==> src/rtl/ram_usage_monitor_pkg.sv <==
// Shared types and constants for the RAM usage monitor: FSM encoding,
// bank count and default datapath widths.
package ram_usage_monitor_pkg;

    typedef enum logic {
        IDLE = 1'b0,
        RUN  = 1'b1
    } state_t;

    localparam int NBANKS      = 2;
    localparam int BYTES_W_DEF = 16;
    localparam int OCC_W_DEF   = 64;
    localparam int CNT_W       = 32;

    // Last cycle of a window; a zero count is treated as last so a stray
    // zero can never leave the FSM stuck in RUN.
    function automatic logic window_last(input logic [CNT_W-1:0] remaining);
        window_last = (remaining <= 32'd1);
    endfunction

endpackage

==> src/rtl/ram_usage_monitor_bank.sv <==
// One RAM bank's occupancy tracker: saturating occupancy, sticky underflow
// and high-water mark, all cleared together when a new window starts.
module usage_bank
    import ram_usage_monitor_pkg::*;
#(
    parameter int BYTES_W = BYTES_W_DEF,
    parameter int OCC_W   = OCC_W_DEF
) (
    input  logic               clk,
    input  logic               reset,
    input  logic               clear,
    input  logic               enable,
    input  logic               alloc_valid,
    input  logic [BYTES_W-1:0] alloc_bytes,
    input  logic               free_valid,
    input  logic [BYTES_W-1:0] free_bytes,
    output logic [OCC_W-1:0]   hwm,
    output logic               underflow
);

    localparam int SUM_W = OCC_W + 1;

    logic [OCC_W-1:0] occ_r;
    logic [OCC_W-1:0] hwm_r;
    logic             underflow_r;
    logic [SUM_W-1:0] add_s;
    logic [SUM_W-1:0] sub_s;
    logic [OCC_W:0]   upd_s;
    logic [OCC_W-1:0] occ_next_s;
    logic             uflow_s;

    // Returns {underflow, next occupancy}; clamps to zero or to all-ones.
    function automatic logic [OCC_W:0] occ_update(
        input logic [OCC_W-1:0] occ,
        input logic [SUM_W-1:0] add,
        input logic [SUM_W-1:0] sub
    );
        logic [SUM_W-1:0] up;
        logic [SUM_W-1:0] diff;
        up   = {1'b0, occ} + add;
        diff = {SUM_W{1'b0}};
        if (sub > up) begin
            occ_update = {1'b1, {OCC_W{1'b0}}};
        end else begin
            diff = up - sub;
            if (diff[OCC_W]) begin
                occ_update = {1'b0, {OCC_W{1'b1}}};
            end else begin
                occ_update = {1'b0, diff[OCC_W-1:0]};
            end
        end
    endfunction

    // Next-occupancy datapath for this cycle's alloc/free pair.
    always_comb begin
        add_s      = alloc_valid ? SUM_W'(alloc_bytes) : {SUM_W{1'b0}};
        sub_s      = free_valid  ? SUM_W'(free_bytes)  : {SUM_W{1'b0}};
        upd_s      = occ_update(occ_r, add_s, sub_s);
        occ_next_s = upd_s[OCC_W-1:0];
        uflow_s    = upd_s[OCC_W];
    end

    // Occupancy, peak and sticky underflow registers.
    always_ff @(posedge clk or posedge reset) begin
        if (reset) begin
            occ_r       <= {OCC_W{1'b0}};
            hwm_r       <= {OCC_W{1'b0}};
            underflow_r <= 1'b0;
        end else if (clear) begin
            occ_r       <= {OCC_W{1'b0}};
            hwm_r       <= {OCC_W{1'b0}};
            underflow_r <= 1'b0;
        end else if (enable) begin
            occ_r       <= occ_next_s;
            hwm_r       <= (occ_next_s > hwm_r) ? occ_next_s : hwm_r;
            underflow_r <= underflow_r | uflow_s;
        end else begin
            occ_r       <= occ_r;
            hwm_r       <= hwm_r;
            underflow_r <= underflow_r;
        end
    end

    assign hwm       = hwm_r;
    assign underflow = underflow_r;

endmodule

==> src/rtl/ram_usage_monitor.sv <==
// Measurement-window controller: opens a window of cycle_count clocks on
// start and tracks per-bank RAM occupancy peaks while it is open.
module ram_usage_monitor
    import ram_usage_monitor_pkg::*;
#(
    parameter int BYTES_W = BYTES_W_DEF,
    parameter int OCC_W   = OCC_W_DEF
) (
    input  logic                  clk,
    input  logic                  reset,
    input  logic [CNT_W-1:0]      cycle_count,
    input  logic                  start,
    input  logic [NBANKS-1:0]     alloc_valid,
    input  logic [2*BYTES_W-1:0]  alloc_bytes,
    input  logic [NBANKS-1:0]     free_valid,
    input  logic [2*BYTES_W-1:0]  free_bytes,
    output logic [OCC_W-1:0]      hwm_0,
    output logic [OCC_W-1:0]      hwm_1,
    output logic                  busy,
    output logic                  done,
    output logic [NBANKS-1:0]     underflow
);

    state_t           state_r;
    logic [CNT_W-1:0] remaining_r;
    logic             busy_r;
    logic             done_r;
    logic             last_s;
    logic             zero_len_s;
    logic             enable_s;
    logic [OCC_W-1:0] hwm_s [NBANKS];
    logic [NBANKS-1:0] uflow_s;

    // Window-close and event-acceptance qualifiers; start-cycle events are dropped.
    always_comb begin
        last_s     = (state_r == RUN) && window_last(remaining_r);
        zero_len_s = start && (cycle_count == 32'd0);
        enable_s   = (state_r == RUN) && !start;
    end

    // Window FSM with remaining counter and registered busy/done.
    always_ff @(posedge clk or posedge reset) begin
        if (reset) begin
            state_r     <= IDLE;
            remaining_r <= 32'd0;
            busy_r      <= 1'b0;
            done_r      <= 1'b0;
        end else begin
            done_r <= last_s | zero_len_s;
            if (start) begin
                if (cycle_count == 32'd0) begin
                    state_r     <= IDLE;
                    remaining_r <= 32'd0;
                    busy_r      <= 1'b0;
                end else begin
                    state_r     <= RUN;
                    remaining_r <= cycle_count;
                    busy_r      <= 1'b1;
                end
            end else begin
                case (state_r)
                    IDLE: begin
                        state_r     <= IDLE;
                        remaining_r <= remaining_r;
                        busy_r      <= 1'b0;
                    end
                    RUN: begin
                        if (window_last(remaining_r)) begin
                            state_r     <= IDLE;
                            remaining_r <= 32'd0;
                            busy_r      <= 1'b0;
                        end else begin
                            state_r     <= RUN;
                            remaining_r <= remaining_r - 32'd1;
                            busy_r      <= 1'b1;
                        end
                    end
                    default: begin
                        state_r     <= IDLE;
                        remaining_r <= 32'd0;
                        busy_r      <= 1'b0;
                    end
                endcase
            end
        end
    end

    for (genvar b = 0; b < NBANKS; b++) begin : g_bank
        usage_bank #(
            .BYTES_W (BYTES_W),
            .OCC_W   (OCC_W)
        ) u_bank (
            .clk         (clk),
            .reset       (reset),
            .clear       (start),
            .enable      (enable_s),
            .alloc_valid (alloc_valid[b]),
            .alloc_bytes (alloc_bytes[b*BYTES_W +: BYTES_W]),
            .free_valid  (free_valid[b]),
            .free_bytes  (free_bytes[b*BYTES_W +: BYTES_W]),
            .hwm         (hwm_s[b]),
            .underflow   (uflow_s[b])
        );
    end

    assign hwm_0     = hwm_s[0];
    assign hwm_1     = hwm_s[1];
    assign underflow = uflow_s;
    assign busy      = busy_r;
    assign done      = done_r;

endmodule

==> config.mk <==
export PLATFORM = sky130hd
export DESIGN_NAME = ram_usage_monitor
export DESIGN_NICKNAME = d
export VERILOG_FILES = /design/src/rtl/ram_usage_monitor_pkg.sv /design/src/rtl/ram_usage_monitor_bank.sv /design/src/rtl/ram_usage_monitor.sv
export SDC_FILE = /design/constraint.sdc
export NUM_CORES = 1
export LEC_CHECK = 0
export CAP_MARGIN = 10
export CORE_MARGIN = 2
export CORE_UTILIZATION = 30
export DETAILED_ROUTE_END_ITERATION = 10
export GPL_TIMING_DRIVEN = 0
export PLACE_DENSITY = 0.55
export SKIP_LAST_GASP = 1
export SYNTH_ARGS = -nofsm -noshare
export SYNTH_HDL_FRONTEND = slang
export SYNTH_SLANG_ARGS = --single-unit
==> constraint.sdc <==
create_clock -name clk -period 31.6 [get_ports clk]
set_input_delay 6.32 -clock clk [delete_from_list [all_inputs] [get_ports clk]]
set_output_delay 6.32 -clock clk [all_outputs]
set_load 0.1 [all_outputs]
==> results.toml, run 1 <==
[floorplanning]
die_w_um = 289
dieArea_um2 = 83500
row_count = 104
io_pins = 235
placeableCoreArea_um2 = 80400
die_y_um = 289
initial_core_util = 0.303

[clock_tree]
clk_latency_ps = 590
cts_buffer_depth = 3
cts-root-buf = "clkbuf_16"
path_clk_slew_ps = 70
cts_resized = 0
numClockSinks = 292
post_cts_buffers = 0
htreeDepth = 2
cts_hold_buffers = 0
cts_tree = "yes"
cts_made_buffers = 38

[timing]
tightestPinTransition_ps = 1240
drv_slew = 0
fmax_mhz = 54.0
hold_viol_final = 0
rsz0062_at_grt = "no"
fin_crit_ps = 18520
tns_ps = 0
setup_violations = 0
period_share = 0.586
clock_skew_ps = 41.2
slew_headroom = 0.170

[critical_path]
cp-start-kind = "primary input"
max_stage_delay_ps = 870
required_ps = 32090
cp_max_fo = 10
arrival_ps = 19010
cp-end-kind = "register"
cp_slowest_cell = "clkbuf_1"
crit_type = "in -> reg"

[cells_and_area]
layout_common_cells = "nor2_1 (319), nand2_1 (294), dfrtp_1 (292), clkdlybuf4s50_1 (234), ha_1 (194)"
final_cells = 4404
antenna_cells = 0
area_growth_pct = 20.9
multi_input_area_um2 = 15700
drive_above_1_share = 0.0464
final_area_um2 = 29500
fin_nets = 3616
nFillCells = 8493
ff_latch_area_um2 = 7310
final_common_cell = "nor2_1"

[min_path]
min_path_type = "reg -> reg"

[logic_synthesis]
synth_flop_cell = "dfrtp_1"
async_reset_ff_frac = 1.00
seq_area_frac_synth = 0.300
ys.warnings.count = 0
syn-num-nets = 3336
netlist_area_um2 = 24400
ys_ff_latch = 292
synth_edf_count = 0
avgSynthCellArea_um2 = 8.03
ys_types = 88
syn_inst = 3035

[global_route]
grt_overflow = 0
grt_pass1_wl_um = 139000
gr-max-usage-layer = "met2"
track_usage = 0.213
grt_pass1_vias = 22916
grt_max_degree = 109
use_met1 = 0.311
antenna_found_initial = 0
grt_use_met3 = 0.0468
grtUsageMet2 = 0.319

[placed_design]
portBuffers = 234
dpl_cell_area_um2 = 28100
dp.cells = 4332
place.gp.congestion = 0.940
place_hpwl_um = 69700

[routing]
routed_wl_um = 90400
detail-route-antenna-nets = 0
dr.pass1.iters = 6
vias_per_cell = 5.38
drc = 0
vias = 23703
drt_iter0_markers = 1931
wl_per_cell_um = 20.5

[run]
drv_cap = 0

[status]
status = "finished clean"
==> state kept, by name (all words and copies together), names as in the netlist <==
signal,count
busy,1
done,1
remaining_r,32
g_bank.u_bank.hwm,128
g_bank.u_bank.occ_r,128
g_bank.u_bank.underflow,2
==> area by class of cell <==
| type | count | area share |
|---|---|---|
| Buffer | 167 | 0.0237 |
| Clock buffer | 50 | 0.0376 |
| Clock inverter | 19 | 0.00790 |
| Inverter | 175 | 0.0226 |
| Multi-Input combinational cell | 2401 | 0.533 |
| Sequential cell | 292 | 0.248 |
| Tap cell | 1060 | 0.0450 |
| Timing Repair Buffer | 240 | 0.0822 |
==> worst max-delay path, delay by kind of cell <==
kind,cells,cell delay (ps)
XOR/XNOR,1,220
AND/OR/NAND/NOR,10,3140
buffers and inverters,7,3970
adder cells (fa/ha/maj),4,1310
AO/OA/AOI/OAI,15,4000
==> path summary, 6_finish.rpt <==
path	startpoint	endpoint	slack (ps)	cells after the start
max	alloc_valid[1]	g_bank[1].u_bank.hwm[8]$_DFFE_PP0P_	13080	37
min	g_bank[1].u_bank.occ_r[12]$_DFFE_PP0P_	g_bank[1].u_bank.occ_r[12]$_DFFE_PP0P_	490	2
max reg2reg	g_bank[1].u_bank.occ_r[0]$_DFFE_PP0P_	g_bank[1].u_bank.hwm[8]$_DFFE_PP0P_	19650	34
min reg2reg	g_bank[1].u_bank.occ_r[12]$_DFFE_PP0P_	g_bank[1].u_bank.occ_r[12]$_DFFE_PP0P_	490	2
max in group asynchronous	reset	g_bank[0].u_bank.occ_r[58]$_DFFE_PP0P_	24280	3
min in group asynchronous	reset	g_bank[1].u_bank.hwm[44]$_DFFE_PP0P_	6210	2
==> metal layers <==
metal,vias to the layer above,share of wire
met3,93,0.076
met2,715,0.42
met1,11443,0.48
met4,0,0.020
met5,-,0
li1,11452,-
==> kinds of logic (layout without fill, tap and decap cells) <==
logic type	after synthesis	in the layout	share of synthesized area
mux	10	10	0.00437
xor+xnor	225	225	0.0815
compound gates	818	818	0.224
fa+ha+maj	198	198	0.103
buf+inv	342	651	0.0557
flops	292	292	0.300
simple gates	1150	1150	0.231
==> cells in the mapped netlist, types with 71 or more instances <==
cell       instances  area [um2]
nand2_1          294        1100
o2bb2ai_1         94         823
a21oi_1          175         876
nor2_1           319        1200
inv_1            175         657
nor3_1            74         370
ha_1             194        2430
nand3_1           80         400
a22o_1            71         622
o21ai_0          160         801
nand4_1           96         601
xnor2_1          142        1240
xor2_1            81         709
dfrtp_1          292        7310
clkbuf_1         130         488
==> metrics by stage <==
step / utilization / hold WS, ps / setup WS, ps
2_1_floorplan: - / 456 / 17180
3_3_place_gp: 0.349 / 473 / 12560
3_5_place_dp: 0.349 / 482 / 12750
4_1_cts: 0.366 / 497 / 13320
5_1_grt: 0.366 / 521 / 12440
6_report: 0.366 / 492 / 13080
Power of run 1 is left out: the tool's default activity adds up to more than one toggle a clock period on the data nets, which glitch-free logic cannot reach.
==> inputs of run 2 (changes only) <==
- PLACE_DENSITY: 0.55 -> 0.57
- clock period: 31.6 -> 15.9 ns (I/O delays scaled with it)
==> run 2 against run 1 <==
Via count rose by 0.16%. Sequential share of layout area barely moved. Non-clock buffer count fell by 2. Hold slack improved by 0.78 ps. Critical path depth did not move. Critical endpoint unchanged.
==> results.toml, run 2 (synthesis results as in run 1) <==
[global_route]
track_usage = 0.209
grt_pass1_wl_um = 137000
grt_max_degree = 119
grt_pass1_vias = 22722
grt_overflow = 0
antenna_found_initial = 0

[critical_path]
max_stage_delay_ps = 810
required_ps = 16400
arrival_ps = 15840
cp_max_fo = 10
r2r-start = "g_bank[1].u_bank.occ_r[0]$_DFFE_PP0P_"
cp-start-kind = "primary input"
reg2reg_depth = 34
timing.rr.end = "g_bank[1].u_bank.hwm[8]$_DFFE_PP0P_"
cp_slowest_cell = "clkbuf_1"
endpoint = "g_bank[1].u_bank.hwm[8]$_DFFE_PP0P_"
cp-end-kind = "register"
r2r_slack_ps = 3940
crit_start = "alloc_valid[1]"
crit_type = "in -> reg"

[clock_tree]
path_clk_slew_ps = 60
cts_made_buffers = 38
numClockSinks = 292
post_cts_buffers = 0
cts_hold_buffers = 0
cts-root-buf = "clkbuf_16"
cts_resized = 0
cts_tree = "yes"
clk_latency_ps = 570
cts_buffer_depth = 3
htreeDepth = 2

[timing]
hold_viol_final = 0
slew_headroom = 0.0876
fin_crit_ps = 15350
clock_skew_ps = 26.6
tns_ps = 0
setup_violations = 0
drv_slew = 0
rsz0062_at_grt = "no"
period_share = 0.965
fmax_mhz = 65.2
tightestPinTransition_ps = 1360

[cells_and_area]
drive_above_1_share = 0.0446
nFillCells = 8470
area_growth_pct = 21.1
final_common_cell = "nor2_1"
layout_common_cells = "nor2_1 (319), nand2_1 (294), dfrtp_1 (292), clkdlybuf4s50_1 (234), ha_1 (194)"
antenna_cells = 0
fin_nets = 3614

[floorplanning]
die_w_um = 289
die_y_um = 289
placeableCoreArea_um2 = 80400
initial_core_util = 0.303
io_pins = 235
dieArea_um2 = 83500
row_count = 104

[placed_design]
portBuffers = 234
place_hpwl_um = 68600
place.gp.congestion = 0.944

[min_path]
min_path_type = "reg -> reg"

[run]
drv_cap = 0

[routing]
vias_per_cell = 5.39
dr.pass1.iters = 6
detail-route-antenna-nets = 0
vias = 23742
drc = 0
drt_iter0_markers = 1875
routed_wl_um = 88700
wl_per_cell_um = 20.2

[status]
status = "finished clean"
run 2: final cells by class:
class	instances	area (um2)	area share
buffer	167	699	0.0237
clock buffer	50	1100	0.0373
clock inverter	18	290	0.00984
inverter	175	664	0.0225
multi-input combinational	2401	15700	0.532
sequential	292	7310	0.248
tap	1060	1330	0.0450
timing repair buffer	238	2410	0.0817
run 2: how the worst min path moves through the flow:
| stage | cells after the start | end | startpoint |
|---|---|---|---|
| floorplan | 2 | g_bank[1].u_bank.occ_r[10]$_DFFE_PP0P_ | g_bank[1].u_bank.occ_r[10]$_DFFE_PP0P_ |
| global placement | 2 | g_bank[1].u_bank.occ_r[12]$_DFFE_PP0P_ | g_bank[1].u_bank.occ_r[12]$_DFFE_PP0P_ |
| detailed placement | 2 | g_bank[1].u_bank.occ_r[14]$_DFFE_PP0P_ | g_bank[1].u_bank.occ_r[14]$_DFFE_PP0P_ |
| CTS | 2 | g_bank[1].u_bank.occ_r[14]$_DFFE_PP0P_ | g_bank[1].u_bank.occ_r[14]$_DFFE_PP0P_ |
| global route | 2 | g_bank[1].u_bank.underflow$_DFFE_PP0P_ | g_bank[1].u_bank.underflow$_DFFE_PP0P_ |
| finish | 2 | g_bank[1].u_bank.occ_r[14]$_DFFE_PP0P_ | g_bank[1].u_bank.occ_r[14]$_DFFE_PP0P_ |
run 2: routing by layer:
layer / vias to the layer above / wire, um / track usage
li1: 11466 / - / -
met1: 11396 / 41700 / 0.301
met2: 764 / 37200 / 0.312
met3: 116 / 7750 / 0.0494
met4: 0 / 2010 / 0.0521
met5: - / 0 / 0
run 2: per-stage QoR:
| step | setup slack (ps) | cell area (um2) | util | hold slack [ps] | std cells |
|---|---|---|---|---|---|
| 2_1_floorplan | 4620 | 24400 | - | 456 | 3035 |
| 3_3_place_gp | 76.3 | 28000 | 0.349 | 475 | 4329 |
| 3_5_place_dp | 284 | 28100 | 0.349 | 479 | 4332 |
| 4_1_cts | 825 | 29500 | 0.367 | 491 | 4400 |
| 5_1_grt | 95.2 | 29500 | 0.367 | 518 | 4401 |
| 6_report | 555 | 29500 | 0.367 | 493 | 4401 |
run 2: worst max-delay path: cells and delay by family:
| family | cells | cell delay [ps] |
|---|---|---|
| buffers and inverters | 7 | 3970 |
| adders and majority gates | 4 | 1260 |
| AOI/OAI and AO/OA | 15 | 4010 |
| and+or+nand+nor | 10 | 3050 |
| xor gates and xnor gates | 1 | 320 |
Power of run 2 is left out for the same reason.
